$ cat config.mk
export PLATFORM = sky130hd
export DESIGN_NAME = pb_ram_arbiter_flat
export DESIGN_NICKNAME = d
export VERILOG_FILES = /design/src/rtl/pb_ram_arbiter_if.sv /design/src/rtl/pb_ram_arbiter.sv /design/src/flat_wrapper.sv
export SDC_FILE = /design/constraint.sdc
export NUM_CORES = 1
export LEC_CHECK = 0
export ABC_AREA = 1
export CAP_MARGIN = 20
export CORE_MARGIN = 5
export CORE_UTILIZATION = 44
export CTS_CLUSTER_DIAMETER = 60
export DETAILED_ROUTE_END_ITERATION = 7
export PLACE_DENSITY = 0.85
export SLEW_MARGIN = 40
export SYNTH_ARGS = -nofsm -noshare
export SYNTH_HDL_FRONTEND = slang
export SYNTH_SLANG_ARGS = --single-unit
$ cat constraint.sdc
create_clock -name clk -period 3.65 [get_ports clk]
set_clock_uncertainty 0.1 [all_clocks]
set_input_delay 0.73 -clock clk [delete_from_list [all_inputs] [get_ports clk]]
set_output_delay 0.73 -clock clk [all_outputs]
set_load 0.01 [all_outputs]
$ cat src/rtl/pb_ram_arbiter_if.sv
// Signal bundle between two PicoBlaze requesters, the arbiter and a single-port byte RAM.
// master = requesters plus RAM model side, slave = arbiter side.
interface pb_ram_arbiter_if #(
   parameter int unsigned ADDR_W = 8,
   parameter int unsigned DATA_W = 8
);
   logic              req0;
   logic              req1;
   logic              we0;
   logic              we1;
   logic [ADDR_W-1:0] addr0;
   logic [ADDR_W-1:0] addr1;
   logic [DATA_W-1:0] wdata0;
   logic [DATA_W-1:0] wdata1;
   logic              gnt0;
   logic              gnt1;
   logic              rvalid0;
   logic              rvalid1;
   logic [DATA_W-1:0] rdata0;
   logic [DATA_W-1:0] rdata1;
   logic              ram_en;
   logic              ram_we;
   logic [ADDR_W-1:0] ram_addr;
   logic [DATA_W-1:0] ram_wdata;
   logic [DATA_W-1:0] ram_rdata;
   logic              busy;

   modport master (
      output req0, req1, we0, we1, addr0, addr1, wdata0, wdata1, ram_rdata,
      input  gnt0, gnt1, rvalid0, rvalid1, rdata0, rdata1,
      input  ram_en, ram_we, ram_addr, ram_wdata, busy
   );

   modport slave (
      input  req0, req1, we0, we1, addr0, addr1, wdata0, wdata1, ram_rdata,
      output gnt0, gnt1, rvalid0, rvalid1, rdata0, rdata1,
      output ram_en, ram_we, ram_addr, ram_wdata, busy
   );
endinterface

$ cat src/rtl/pb_ram_arbiter.sv
// Two-requester arbiter for one single-port RAM; round-robin on ties by default,
// fixed priority to requester 0 when PB_ARB_FIXED_PRIO_EN is defined.
module pb_ram_arbiter #(
   parameter int unsigned ADDR_W  = 8,
   parameter int unsigned DATA_W  = 8,
   parameter int unsigned RAM_LAT = 1
) (
   input logic             clk,
   input logic             reset_n,
   pb_ram_arbiter_if.slave bus
);
   localparam int unsigned CntW = (RAM_LAT > 1) ? $clog2(RAM_LAT) : 1;

   typedef enum logic [1:0] {StIdle, StAccess, StWait, StResp} state_e;

   state_e            state_q, state_d;
   logic              id_q, id_d;
   logic [CntW-1:0]   cnt_q, cnt_d;
   logic              gnt0_q, gnt0_d, gnt1_q, gnt1_d;
   logic              rvalid0_q, rvalid0_d, rvalid1_q, rvalid1_d;
   logic [DATA_W-1:0] rdata0_q, rdata0_d, rdata1_q, rdata1_d;
   logic              ram_en_q, ram_en_d, ram_we_q, ram_we_d;
   logic [ADDR_W-1:0] ram_addr_q, ram_addr_d;
   logic [DATA_W-1:0] ram_wdata_q, ram_wdata_d;
   logic              pick1;

`ifdef PB_ARB_FIXED_PRIO_EN
   assign pick1 = bus.req1 & ~bus.req0;
`else
   logic last_q, last_d;

   // On a tie the requester that did not win last time goes next.
   assign pick1  = bus.req1 & (~bus.req0 | ~last_q);
   assign last_d = ((state_q == StIdle) && (bus.req0 || bus.req1)) ? pick1 : last_q;

   always_ff @(posedge clk or negedge reset_n) begin
      if (!reset_n) begin
         last_q <= 1'b1;
      end else begin
         last_q <= last_d;
      end
   end
`endif

   always_comb begin
      state_d     = state_q;
      id_d        = id_q;
      cnt_d       = cnt_q;
      gnt0_d      = 1'b0;
      gnt1_d      = 1'b0;
      rvalid0_d   = 1'b0;
      rvalid1_d   = 1'b0;
      rdata0_d    = rdata0_q;
      rdata1_d    = rdata1_q;
      ram_en_d    = 1'b0;
      ram_we_d    = 1'b0;
      ram_addr_d  = ram_addr_q;
      ram_wdata_d = ram_wdata_q;
      unique case (state_q)
         StIdle: begin
            if (bus.req0 || bus.req1) begin
               // The RAM-side registers double as the latched request.
               id_d        = pick1;
               gnt0_d      = ~pick1;
               gnt1_d      = pick1;
               ram_en_d    = 1'b1;
               ram_we_d    = pick1 ? bus.we1 : bus.we0;
               ram_addr_d  = pick1 ? bus.addr1 : bus.addr0;
               ram_wdata_d = pick1 ? bus.wdata1 : bus.wdata0;
               state_d     = StAccess;
            end
         end
         StAccess: begin
            cnt_d   = CntW'(RAM_LAT - 1);
            state_d = ram_we_q ? StIdle : StWait;
         end
         StWait: begin
            if (cnt_q == '0) begin
               if (id_q) begin
                  rdata1_d  = bus.ram_rdata;
                  rvalid1_d = 1'b1;
               end else begin
                  rdata0_d  = bus.ram_rdata;
                  rvalid0_d = 1'b1;
               end
               state_d = StResp;
            end else begin
               cnt_d = cnt_q - CntW'(1);
            end
         end
         StResp: begin
            state_d = StIdle;
         end
         default: begin
            state_d = StIdle;
         end
      endcase
   end

   always_ff @(posedge clk or negedge reset_n) begin
      if (!reset_n) begin
         state_q     <= StIdle;
         id_q        <= 1'b0;
         cnt_q       <= '0;
         gnt0_q      <= 1'b0;
         gnt1_q      <= 1'b0;
         rvalid0_q   <= 1'b0;
         rvalid1_q   <= 1'b0;
         rdata0_q    <= '0;
         rdata1_q    <= '0;
         ram_en_q    <= 1'b0;
         ram_we_q    <= 1'b0;
         ram_addr_q  <= '0;
         ram_wdata_q <= '0;
      end else begin
         state_q     <= state_d;
         id_q        <= id_d;
         cnt_q       <= cnt_d;
         gnt0_q      <= gnt0_d;
         gnt1_q      <= gnt1_d;
         rvalid0_q   <= rvalid0_d;
         rvalid1_q   <= rvalid1_d;
         rdata0_q    <= rdata0_d;
         rdata1_q    <= rdata1_d;
         ram_en_q    <= ram_en_d;
         ram_we_q    <= ram_we_d;
         ram_addr_q  <= ram_addr_d;
         ram_wdata_q <= ram_wdata_d;
      end
   end

   assign bus.gnt0      = gnt0_q;
   assign bus.gnt1      = gnt1_q;
   assign bus.rvalid0   = rvalid0_q;
   assign bus.rvalid1   = rvalid1_q;
   assign bus.rdata0    = rdata0_q;
   assign bus.rdata1    = rdata1_q;
   assign bus.ram_en    = ram_en_q;
   assign bus.ram_we    = ram_we_q;
   assign bus.ram_addr  = ram_addr_q;
   assign bus.ram_wdata = ram_wdata_q;
   assign bus.busy      = (state_q != StIdle);
endmodule

$ cat src/flat_wrapper.sv
// flat-port wrapper written by rule: the top's interface ports become plain ports
module pb_ram_arbiter_flat 
#(
   parameter int unsigned ADDR_W  = 8,
   parameter int unsigned DATA_W  = 8,
   parameter int unsigned RAM_LAT = 1
)
  (clk, reset_n, bus_req0, bus_req1, bus_we0, bus_we1, bus_addr0, bus_addr1, bus_wdata0, bus_wdata1, bus_ram_rdata, bus_gnt0, bus_gnt1, bus_rvalid0, bus_rvalid1, bus_rdata0, bus_rdata1, bus_ram_en, bus_ram_we, bus_ram_addr, bus_ram_wdata, bus_busy);
  pb_ram_arbiter_if #(.ADDR_W(ADDR_W), .DATA_W(DATA_W)) bus_i ();
  input logic clk;
  input logic reset_n;
  input wire logic [$bits(bus_i.req0)-1:0] bus_req0;
  input wire logic [$bits(bus_i.req1)-1:0] bus_req1;
  input wire logic [$bits(bus_i.we0)-1:0] bus_we0;
  input wire logic [$bits(bus_i.we1)-1:0] bus_we1;
  input wire logic [$bits(bus_i.addr0)-1:0] bus_addr0;
  input wire logic [$bits(bus_i.addr1)-1:0] bus_addr1;
  input wire logic [$bits(bus_i.wdata0)-1:0] bus_wdata0;
  input wire logic [$bits(bus_i.wdata1)-1:0] bus_wdata1;
  input wire logic [$bits(bus_i.ram_rdata)-1:0] bus_ram_rdata;
  output wire logic [$bits(bus_i.gnt0)-1:0] bus_gnt0;
  output wire logic [$bits(bus_i.gnt1)-1:0] bus_gnt1;
  output wire logic [$bits(bus_i.rvalid0)-1:0] bus_rvalid0;
  output wire logic [$bits(bus_i.rvalid1)-1:0] bus_rvalid1;
  output wire logic [$bits(bus_i.rdata0)-1:0] bus_rdata0;
  output wire logic [$bits(bus_i.rdata1)-1:0] bus_rdata1;
  output wire logic [$bits(bus_i.ram_en)-1:0] bus_ram_en;
  output wire logic [$bits(bus_i.ram_we)-1:0] bus_ram_we;
  output wire logic [$bits(bus_i.ram_addr)-1:0] bus_ram_addr;
  output wire logic [$bits(bus_i.ram_wdata)-1:0] bus_ram_wdata;
  output wire logic [$bits(bus_i.busy)-1:0] bus_busy;
  assign bus_i.req0 = bus_req0;
  assign bus_i.req1 = bus_req1;
  assign bus_i.we0 = bus_we0;
  assign bus_i.we1 = bus_we1;
  assign bus_i.addr0 = bus_addr0;
  assign bus_i.addr1 = bus_addr1;
  assign bus_i.wdata0 = bus_wdata0;
  assign bus_i.wdata1 = bus_wdata1;
  assign bus_i.ram_rdata = bus_ram_rdata;
  assign bus_gnt0 = bus_i.gnt0;
  assign bus_gnt1 = bus_i.gnt1;
  assign bus_rvalid0 = bus_i.rvalid0;
  assign bus_rvalid1 = bus_i.rvalid1;
  assign bus_rdata0 = bus_i.rdata0;
  assign bus_rdata1 = bus_i.rdata1;
  assign bus_ram_en = bus_i.ram_en;
  assign bus_ram_we = bus_i.ram_we;
  assign bus_ram_addr = bus_i.ram_addr;
  assign bus_ram_wdata = bus_i.ram_wdata;
  assign bus_busy = bus_i.busy;
  pb_ram_arbiter #(.ADDR_W(ADDR_W), .DATA_W(DATA_W), .RAM_LAT(RAM_LAT)) u_core (.clk(clk), .reset_n(reset_n), .bus(bus_i));
endmodule
==> Yosys cells after proc, flatten, opt, wreduce, memory -nomap -nowiden <==
Cells that the tools add are included.
{ "classes": {"addsub": 1, "mul": 0, "n_div": 0, "order_cmp": 0, "eq_ne": 5, "shifts": 0, "muxes": 23, "bitwise_logic": 7, "n_reduce_logical": 9} }
{ "ops": {"columns": ["operator", "n"], "rows": [
  ["2-to-1 mux 1 bit", 16],
  ["2-to-1 mux 8 bit", 2],
  ["case mux 2 bit (4 select lines)", 1],
  ["2-to-1 mux 2 bit", 3],
  ["AND reduction 3 bit", 2],
  ["inverter 1 bit", 5],
  ["equality test 2 bit, second input constant", 2],
  ["inequality test 2 bit, second input constant", 2],
  ["AND reduction 2 bit", 2],
  ["nonzero test 2 bit", 2],
  ["equality test 2 x 1 -> 1 bit, second input constant", 1],
  ["logical NOT 2 bit", 1],
  ["case mux 1 bit (2 select lines)", 1],
  ["bitwise AND 1 bit", 1],
  ["logical AND 1 bit", 1],
  ["logical OR 1 bit", 1],
  ["bitwise OR 1 bit", 1],
  ["subtractor 1 bit, second input constant", 1]
]} }
{ "totals": {"regBits": 43, "latch_bits": 0, "mem_bits_rw": 0, "romBits": 0, "inputBits": 46, "output_inout_bits": 39, "elab_cells": 59, "mem_count": 0} }

==> Depth between registers and ports, before layout <==
Gate-level depths: netlist of the first run.
{ "depth": {"depth_word": 6, "depth_mapped": 7, "ltp_nobuf": 6} }

==> Least setup slack after synthesis of the first run <==
No wires, ideal clock.
{ "synth_path": {"path_type": "input to register", "from": "input bus_req1", "to": "register u_core.ram_addr_q[0], in the netlist u_core.bus.ram_addr[0]", "setup_time_ps": 116, "arrival_ps": 1347, "required_time_ps": 3434, "slack_ps": 2086, "cell_stages": 7, "path_buffers": 3, "path_cell_list": "buf_6 > nor2_2 > nor2_2 > buf_6 > buf_12 > nand2_1 > nand2_1"} }
{ "synth_between": {"elab_chain_cells": 2, "elab_cells_between_ends": 4, "cone_classes": "mux: 1; bitwise: 1; reduce/logical: 2"} }
{ "synth_rtl": {"columns": ["element", "line_no", "source"], "rows": [
  ["start: declaration", "flat_wrapper.sv:13", "input wire logic [$bits(bus_i.req1)-1:0] bus_req1;"],
  ["bitwise AND 1 bit or logical OR 1 bit (tied branches)", "pb_ram_arbiter.sv:33, pb_ram_arbiter.sv:61", null],
  ["2-to-1 mux 8 bit or AND reduction 2 bit (tied branches)", null, null],
  ["end signal: assignment", "pb_ram_arbiter.sv:127", "ram_addr_q <= ram_addr_d;"],
  ["end: declaration", "pb_ram_arbiter.sv:23", "logic [ADDR_W-1:0] ram_addr_q, ram_addr_d;"]
]} }
Several ways; a longest one is shown, not always the timed one.
A chain may end at the register's enable or synchronous reset.

==> Final worst setup path of the first run <==
{ "layout_path": {"from": "input bus_req1", "to": "register u_core.ram_addr_q[3], in the netlist u_core.bus.ram_addr[3]"} }
Same word-level chain as after synthesis.

==> out/metrics.yaml, run 1 <==
outcome: "completed"
clk_latency_ns: 0.28
yosys.area_share.simple_pct: 27.6
row_count: 23
detailedPlace.worstSlack_ns: 1.07
syn_to_final_growth_pct: 50.5
postSynthRegisterBits: 42
period_needed_ns: 2.31
post_synth_xor_area_fraction_pct: 0
worst_path_max_delay_cell: "clkdlybuf4s50_1"
postCtsHoldBufs: 0
die_height_um: 74.7
viasPerCell: 4.60
clock_tree.htree_level_count: 2
cts_setup_buffers: 0
finalMaxSlewViolations: 0
tritoncts: "built"
mapped_cells: 213
rr_endpoint: "u_core.bus.ram_addr[3]"
initial_standard_cell_utilization_of_the_core_pct: 45.7
post-synth-top-area-cell: "dfrtp_1"
crit_chain: "clkdlybuf4s50_1 -> buf_4 -> nor2_2 -> nor2_2 -> buf_4 -> inv_2 -> nand2_1 -> nand2_1"
layout_common_cells: "nand2_1 (88), clkdlybuf4s50_1 (83), dfrtp_1 (41)"
worst_setup_hold_path_clk_slew_ns: 0.08
route.final.wire_length_um: 4700
timing.hold.ws_ns: 0.316
path_max_fanout: 18
critical_path_buf_inv_count: 4
portion_of_the_post_synthesis_area_used_by_sequential_elements_pct: 57.2
synth_cell_types: 16
fraction_of_synthesized_area_in_multiplexers_pct: 0
via_count: 1602
timing.setup.critical_path_class: "input pin to flop"
clock.fmax_mhz: 433
drive_gt1_share_pct: 5.70
critical_path_arrival_ns: 2.38
cellLeakagePower_nw: 1.37
number_of_buffers_added_on_ports: 84
startpoint: "bus_req1"
main_combinational_cell_family_by_area_after_synthesis: "simple AND/OR/NAND/NOR gates"
crit_path_max_incr_delay_ns: 0.46
pwr_density_cell_nw_per_um2: 769
post-synth-top-area-fraction_pct: 55.8
synth_warnings: 0
mappedNetlistNets: 259
clockRootBuffer: "clkbuf_8"
post-route-period-util_pct: 63.3
worst-r2r-setup-slack_ns: 1.94
setup_total_negative_slack_ns: 0
antenna_violations_before_repair: 0
critPathRequiredTime_ns: 3.72
vias_in_the_first_global_route: 1632
synthAdderAreaFrac_pct: 0
ant_nets: 0
ir_drop_uv: 454
ctsResizeCount: 0
grt.total_usage_pct: 18.2
worst_r2r_path_depth: 7
grt_max_degree: 43
fp.coreArea_um2: 4030
final-setup-viol-count: 0
layout.cells.most_common: "nand2_1"
drt-wirelength-per-cell_um: 13.5
rsz0062_at_grt: "false"
worst-slew-pin-transition_ns: 0.584
crit_path_end_kind: "flop"
filler_cell_count: 339
dieArea_um2: 5570
avgSynthCellArea_um2: 8.64
hold_viol_final: 0
globalplace.congestion: 0.764
final_net_count: 343
synth.cell_area_um2: 1840
worstHoldPathType: "input pin to asynchronous set/reset pin"
dp_hpwl_um: 3590
detailedRoute.firstPassIterationCount: 4
io_pins: 85
synth-compound-area-share_pct: 5.58
drt_first_iter_violations: 55
drcViolationCount: 0
die_w_um: 74.7
cts_max_path_buffers: 2
yosys-top-cells-area: "dfrtp_1 (56%), nand2_1 (18%), nand3_1 (4.9%)"
slew-limit-headroom_pct: 60.9
clock_sink_count: 42
n_antenna_cell: 0
timing.critical_path.to: "u_core.bus.ram_addr[3]"
worst_path_dominant_cell_family: "buffers and inverters"
grt_overflow: 0
crit_path_start_kind: "input pin"
tritoncts.num_buffers: 5
grt_pass1_wl_um: 7640
worst-path-stages: 8
count_of_maximum_capacitance_violations: 0
postLayoutSetupSlackWorst_ns: 1.34
[layout make-up]
cell class | instances | area (µm²) | area share [%]
Clock inverter | 2 | 37.5 | 1.36
Inverter | 21 | 78.8 | 2.85
Timing Repair Buffer | 86 | 853 | 30.8
Multi-Input combinational cell | 141 | 611 | 22.1
Sequential cell | 42 | 1050 | 38.0
Tap cell | 50 | 62.6 | 2.26
Clock buffer | 6 | 72.6 | 2.62
[state kept, by name, summed over array words and instances, names as in the netlist, 8 cells and up, named ones only]
signal,count
u_core.bus.rdata0,8
u_core.bus.ram_addr,8
u_core.bus.ram_wdata,8
u_core.bus.rdata1,8
[worst min-delay path by stage]
stage | to | start | slack (ns)
after floorplan | u_core.state_q[0] | u_core.state_q[0] | 0.30
after global placement | u_core.state_q[0] | u_core.state_q[0] | 0.32
after detailed placement | u_core.state_q[0] | u_core.state_q[0] | 0.35
after CTS | u_core.bus.rdata0[7] | reset_n | 0.34
after global routing | u_core.bus.ram_wdata[7] | reset_n | 0.36
final | u_core.bus.ram_wdata[7] | reset_n | 0.32
[Yosys cell counts]
master    number
dfrtp_1       41
dfstp_2        1
o21ai_0       18
nand3b_1       5
inv_1         20
buf_6          6
a21oi_1        1
inv_2          1
o21a_1         1
nand2_1       88
nor2_2         2
nand3_1       18
nor2_1         5
buf_12         1
buf_2          2
nand2_2        3
[cell families (layout without fill, tap and decap cells)]
| logic type | Yosys count | after routing |
|---|---|---|
| buf+inv | 30 | 115 |
| flops | 42 | 42 |
| simple gates | 121 | 121 |
| compound gates | 20 | 20 |
[routing by layer]
layer	vias up	wire, µm	GRT usage, %
met4	0	101	7.11
met2	30	2570	32.2
met1	742	1880	22.0
met3	8	154	3.20
li1	822	-	-
met5	-	0	0
[per-stage QoR]
step	cells	area, µm²	total power [mW]	util [%]
6_report	348	2770	2.13	68.7
5_1_grt	348	2770	2.29	68.7
4_1_cts	348	2770	2.15	68.7
3_5_place_dp	340	2660	1.79	66.0
3_3_place_gp	340	2660	1.75	65.9
2_1_floorplan	213	1840	1.28	-
[power breakdown]
group	leakage (nW)	switching, mW	internal (mW)
Clock	0.0514	0.148	0.204
Sequential	0.524	0.116	0.686
Combinational	0.800	0.473	0.500
Total	1.37	0.737	1.39
(Power assumes the default switching activity.)
==> run 2, diff against run 1 <==
CORE_UTILIZATION = 37   (was 44)
PLACE_DENSITY = 0.76   (was 0.85)
clock period = 1.9 ns   (was 3.65 ns; I/O delays follow)
==> out/metrics.yaml, run 2 (same netlist as run 1, synthesis figures left out) <==
outcome: "completed"
slew-limit-headroom_pct: 62.9
tritoncts: "built"
filler_cell_count: 421
number_of_buffers_added_on_ports: 84
critical_path_buf_inv_count: 1
path_max_fanout: 2
crit_path_max_incr_delay_ns: 0.57
worst_path_max_delay_cell: "clkdlybuf4s50_1"
pwr_density_cell_nw_per_um2: 1450
worst-path-stages: 1
clock.fmax_mhz: 586
clock_sink_count: 42
drt-wirelength-per-cell_um: 12.3
die_height_um: 80.5
initial_standard_cell_utilization_of_the_core_pct: 38.4
worst_path_dominant_cell_family: "buffers and inverters"
worst_r2r_path_depth: 3
tritoncts.num_buffers: 5
row_count: 25
n_antenna_cell: 0
worst-slew-pin-transition_ns: 0.555
critPathRequiredTime_ns: 1.42
crit_path_start_kind: "flop"
detailed_place.area_um2: 2710
dp_hpwl_um: 3460
cts_setup_buffers: 0
fp.coreArea_um2: 4790
crit_path_end_kind: "primary output"
critical_path_arrival_ns: 1.23
period_needed_ns: 1.71
vias_in_the_first_global_route: 1582
timing.hold.ws_ns: 0.340
crit_chain: "clkdlybuf4s50_1"
ir_drop_uv: 571
grt_overflow: 0
final-setup-viol-count: 0
io_pins: 85
worst_hold_path.num_cells: 1
layout_common_cells: "nand2_1 (88), clkdlybuf4s50_1 (82), dfrtp_1 (41)"
die_w_um: 80.5
antenna_violations_before_repair: 0
ant_nets: 0
dieArea_um2: 6480
hold_viol_final: 0
cellLeakagePower_nw: 1.40
setup_total_negative_slack_ns: 0
grt.total_usage_pct: 14.9
drcViolationCount: 0
final_net_count: 347
globalplace.congestion: 0.779
rsz0062_at_grt: "false"
worst_setup_hold_path_clk_slew_ns: 0.08
layout.cells.most_common: "nand2_1"
drive_gt1_share_pct: 6.95
worstHoldPathType: "flop to flop"
clk_latency_ns: 0.29
route.final.wire_length_um: 4530
clockRootBuffer: "clkbuf_8"
via_count: 1677
timing.setup.critical_path_class: "flop to primary output"
finalMaxSlewViolations: 0
syn_to_final_growth_pct: 53.8
count_of_maximum_capacitance_violations: 0
post-route-period-util_pct: 89.8
drt_first_iter_violations: 66
detailedRoute.firstPassIterationCount: 4
clock_tree.htree_level_count: 2
viasPerCell: 4.54
final_cell_area_um2: 2830
grt_pass1_wl_um: 7420
cts_max_path_buffers: 2
grt_max_degree: 27
worst-r2r-setup-slack_ns: 0.43
==> run 2: cell count changes in the layout (fill, tap and decap cells not counted) <==
cell / previous run / this run
dlygate4sd2_1: 0 / 1
buf_2: 0 / 1
dlygate4sd3_1: 0 / 1
clkbuf_1: 1 / 0
buf_12: 0 / 1
clkdlybuf4s50_1: 83 / 82
clkinvlp_4: 1 / 0
clkinv_2: 0 / 2
buf_4: 3 / 4
==> run 2: final timing paths <==
| path | start | endpoint |
|---|---|---|
| max | u_core.bus.ram_addr[3] | bus_ram_addr[3] |
| max in group asynchronous | reset_n | u_core.last_q |
| min reg2reg | u_core.state_q[0] | u_core.state_q[0] |
| min | u_core.state_q[0] | u_core.state_q[0] |
| max reg2reg | u_core.state_q[0] | u_core.bus.rdata0[4] |
| min in group asynchronous | reset_n | u_core.bus.ram_en |
==> run 2: cell type report <==
type | count | area (µm²) | share of cell area (%)
Inverter | 21 | 78.8 | 2.79
Tap cell | 67 | 83.8 | 2.96
Sequential cell | 42 | 1050 | 37.2
Timing Repair Buffer | 90 | 895 | 31.6
Clock inverter | 3 | 40.0 | 1.42
Multi-Input combinational cell | 141 | 611 | 21.6
Clock buffer | 5 | 68.8 | 2.43
==> run 2: power breakdown <==
group          total, mW  internal (mW)  switching, mW
combinational       1.88          0.984          0.895
sequential          1.54           1.32          0.222
clock              0.690          0.387          0.303
total               4.11           2.69           1.42
==> run 2: what timing repair did <==
item / 4_1_cts / 5_1_grt
hold endpoints to repair: 41 / 0
resized for setup: 1 / 0
hold buffers: 1 / 0
endpoints found under the setup margin: 1 / 0
==> run 2: layer usage <==
metal  routed length [µm]  GRT usage (%)  vias to the layer above
li1                     -              -                      829
met1                 1980           18.8                      757
met2                 1870           22.4                       84
met3                  625           6.84                        7
met4                   55           4.73                        0
met5                    0              0                        -
==> run 2: stage by stage <==
step | util, % | setup slack, ns | cells | total power [mW]
2_1_floorplan | - | 0.631 | 213 | 2.47
3_3_place_gp | 56.7 | 0.0903 | 360 | 3.43
3_5_place_dp | 56.7 | 0.0721 | 360 | 3.46
4_1_cts | 59.1 | 0.179 | 369 | 4.15
5_1_grt | 59.1 | 0.142 | 369 | 4.42
6_report | 59.1 | 0.194 | 369 | 4.11
==> run 3, diff against run 2 <==
CORE_MARGIN = 1.5   (was 5)
PLACE_DENSITY = 0.77   (was 0.76)
==> out/metrics.yaml, run 3 (same netlist as run 1, synthesis figures left out) <==
critPathRequiredTime_ns: 1.42
initial_standard_cell_utilization_of_the_core_pct: 38.7
cts_max_path_buffers: 2
period_needed_ns: 1.69
viasPerCell: 4.48
fin_util_pct: 59.3
fp.coreArea_um2: 4750
detailedRoute.firstPassIterationCount: 4
power.switching_fraction_pct: 34.8
clkPwrFrac_pct: 14.7
ir_drop_uv: 548
finalMaxSlewViolations: 0
drt_first_iter_violations: 59
clock_tree.htree_level_count: 2
outcome: "completed"
final_net_count: 348
crit_path_max_incr_delay_ns: 0.55
clock.fmax_mhz: 592
combinationalPowerShare_pct: 46.6
row_count: 25
die_height_um: 73.5
detailed_place.area_um2: 2720
tritoncts: "built"
n_antenna_cell: 0
critical_path_buf_inv_count: 1
grt_max_degree: 26
multiInputGateArea_um2: 611
p_int_mw: 2.59
antenna_violations_before_repair: 0
seqPwrFrac_pct: 38.7
crit_path_end_kind: "primary output"
worst-slew-pin-transition_ns: 0.546
post-route-period-util_pct: 88.9
die_w_um: 73.5
critical_path_arrival_ns: 1.21
crit_path_start_kind: "flop"
postLayoutSetupSlackWorst_ns: 0.211
layout_common_cells: "nand2_1 (88), clkdlybuf4s50_1 (82), dfrtp_1 (41)"
seqCellArea_um2: 1050
dieArea_um2: 5400
totalPowerFinal_mw: 3.97
tritoncts.num_buffers: 5
numPlacedInstances: 361
power.switching_mw: 1.38
crit_chain: "clkdlybuf4s50_1"
drt-wirelength-per-cell_um: 11.4
vias_in_the_first_global_route: 1614
worst_path_dominant_cell_family: "buffers and inverters"
worst_path_max_delay_cell: "clkdlybuf4s50_1"
clk_latency_ns: 0.29
timing.setup.critical_path_class: "flop to primary output"
grt_overflow: 0
path_max_fanout: 2
ant_nets: 0
final_cell_area_um2: 2820
clock_sink_count: 42
grt_pass1_wl_um: 6870
drive_gt1_share_pct: 6.93
setup_total_negative_slack_ns: 0
count_of_maximum_capacitance_violations: 0
hold_viol_final: 0
detailedPlace.worstSlack_ns: 0.0814
pwr_density_cell_nw_per_um2: 1410
io_pins: 85
worst_setup_hold_path_clk_slew_ns: 0.08
number_of_buffers_added_on_ports: 84
timing.hold.ws_ns: 0.343
globalplace.congestion: 0.761
via_count: 1657
drcViolationCount: 0
cellLeakagePower_nw: 1.40
worstHoldPathType: "flop to flop"
clockRootBuffer: "clkbuf_8"
syn_to_final_growth_pct: 53.3
layout.cells.most_common: "nand2_1"
route.final.wire_length_um: 4230
rsz0062_at_grt: "false"
final-setup-viol-count: 0
filler_cell_count: 429
final_cell_count_no_fill: 370
slew-limit-headroom_pct: 63.5
dp_hpwl_um: 3230
grt.total_usage_pct: 16.8
==> run 3: cell types whose count changed in the layout (fill, tap and decap cells not counted) <==
cell / change
buf_4: +1
bufinv_16: -1
clkbuf_1: +1
clkbuf_8: +1
clkinv_2: -1
==> run 3: path summary, 6_finish.rpt <==
path	from	to	slack [ns]	cells after the start
worst min register to register	u_core.state_q[0]	u_core.state_q[0]	0.34	1
max in group asynchronous	reset_n	u_core.last_q	0.71	3
min in group asynchronous	reset_n	u_core.bus.ram_en	0.45	2
worst max register to register	u_core.state_q[0]	u_core.bus.rdata1[7]	0.44	3
worst max-delay path	u_core.bus.ram_addr[6]	bus_ram_addr[6]	0.21	1
worst min-delay path	u_core.state_q[0]	u_core.state_q[0]	0.34	1
==> run 3: repair_timing <==
item | 4_1_cts | 5_1_grt
hold endpoints to repair | 17 | 0
setup buffers | 0 | 0
setup endpoints to repair | 1 | 0
hold buffers | 1 | 0
resized for setup | 1 | 0
==> run 3: power groups by stage <==
stage	clock network, mW	logic (mW)	registers (mW)
2_1_floorplan	0	0.762	1.70
3_3_place_gp	0	1.84	1.54
3_5_place_dp	0	1.89	1.54
4_1_cts	0.598	1.88	1.54
5_1_grt	0.624	2.07	1.58
6_report	0.583	1.85	1.54
==> run 3: layout make-up <==
class                           count  area share [%]
Timing Repair Buffer               91            32.0
Clock inverter                      1           0.178
Multi-Input combinational cell    141            21.7
Inverter                           21            2.80
Sequential cell                    42            37.3
Clock buffer                        7            3.06
Tap cell                           67            2.97
==> run 3: routing by layer <==
layer	routed length [µm]	GRT usage (%)	vias to the layer above	share of wire, %
li1	-	-	835	-
met1	1770	19.4	738	42
met2	1990	28.6	80	47
met3	442	6.72	4	10
met4	30	4.73	0	0.71
met5	0	0	-	0
==> run 3: worst reg2reg max path, stage by stage (launching register included) <==
cell and delay (ns):
dfrtp_1 0.39, inv_1 0.12, nand3_1 0.40, o21ai_0 0.34
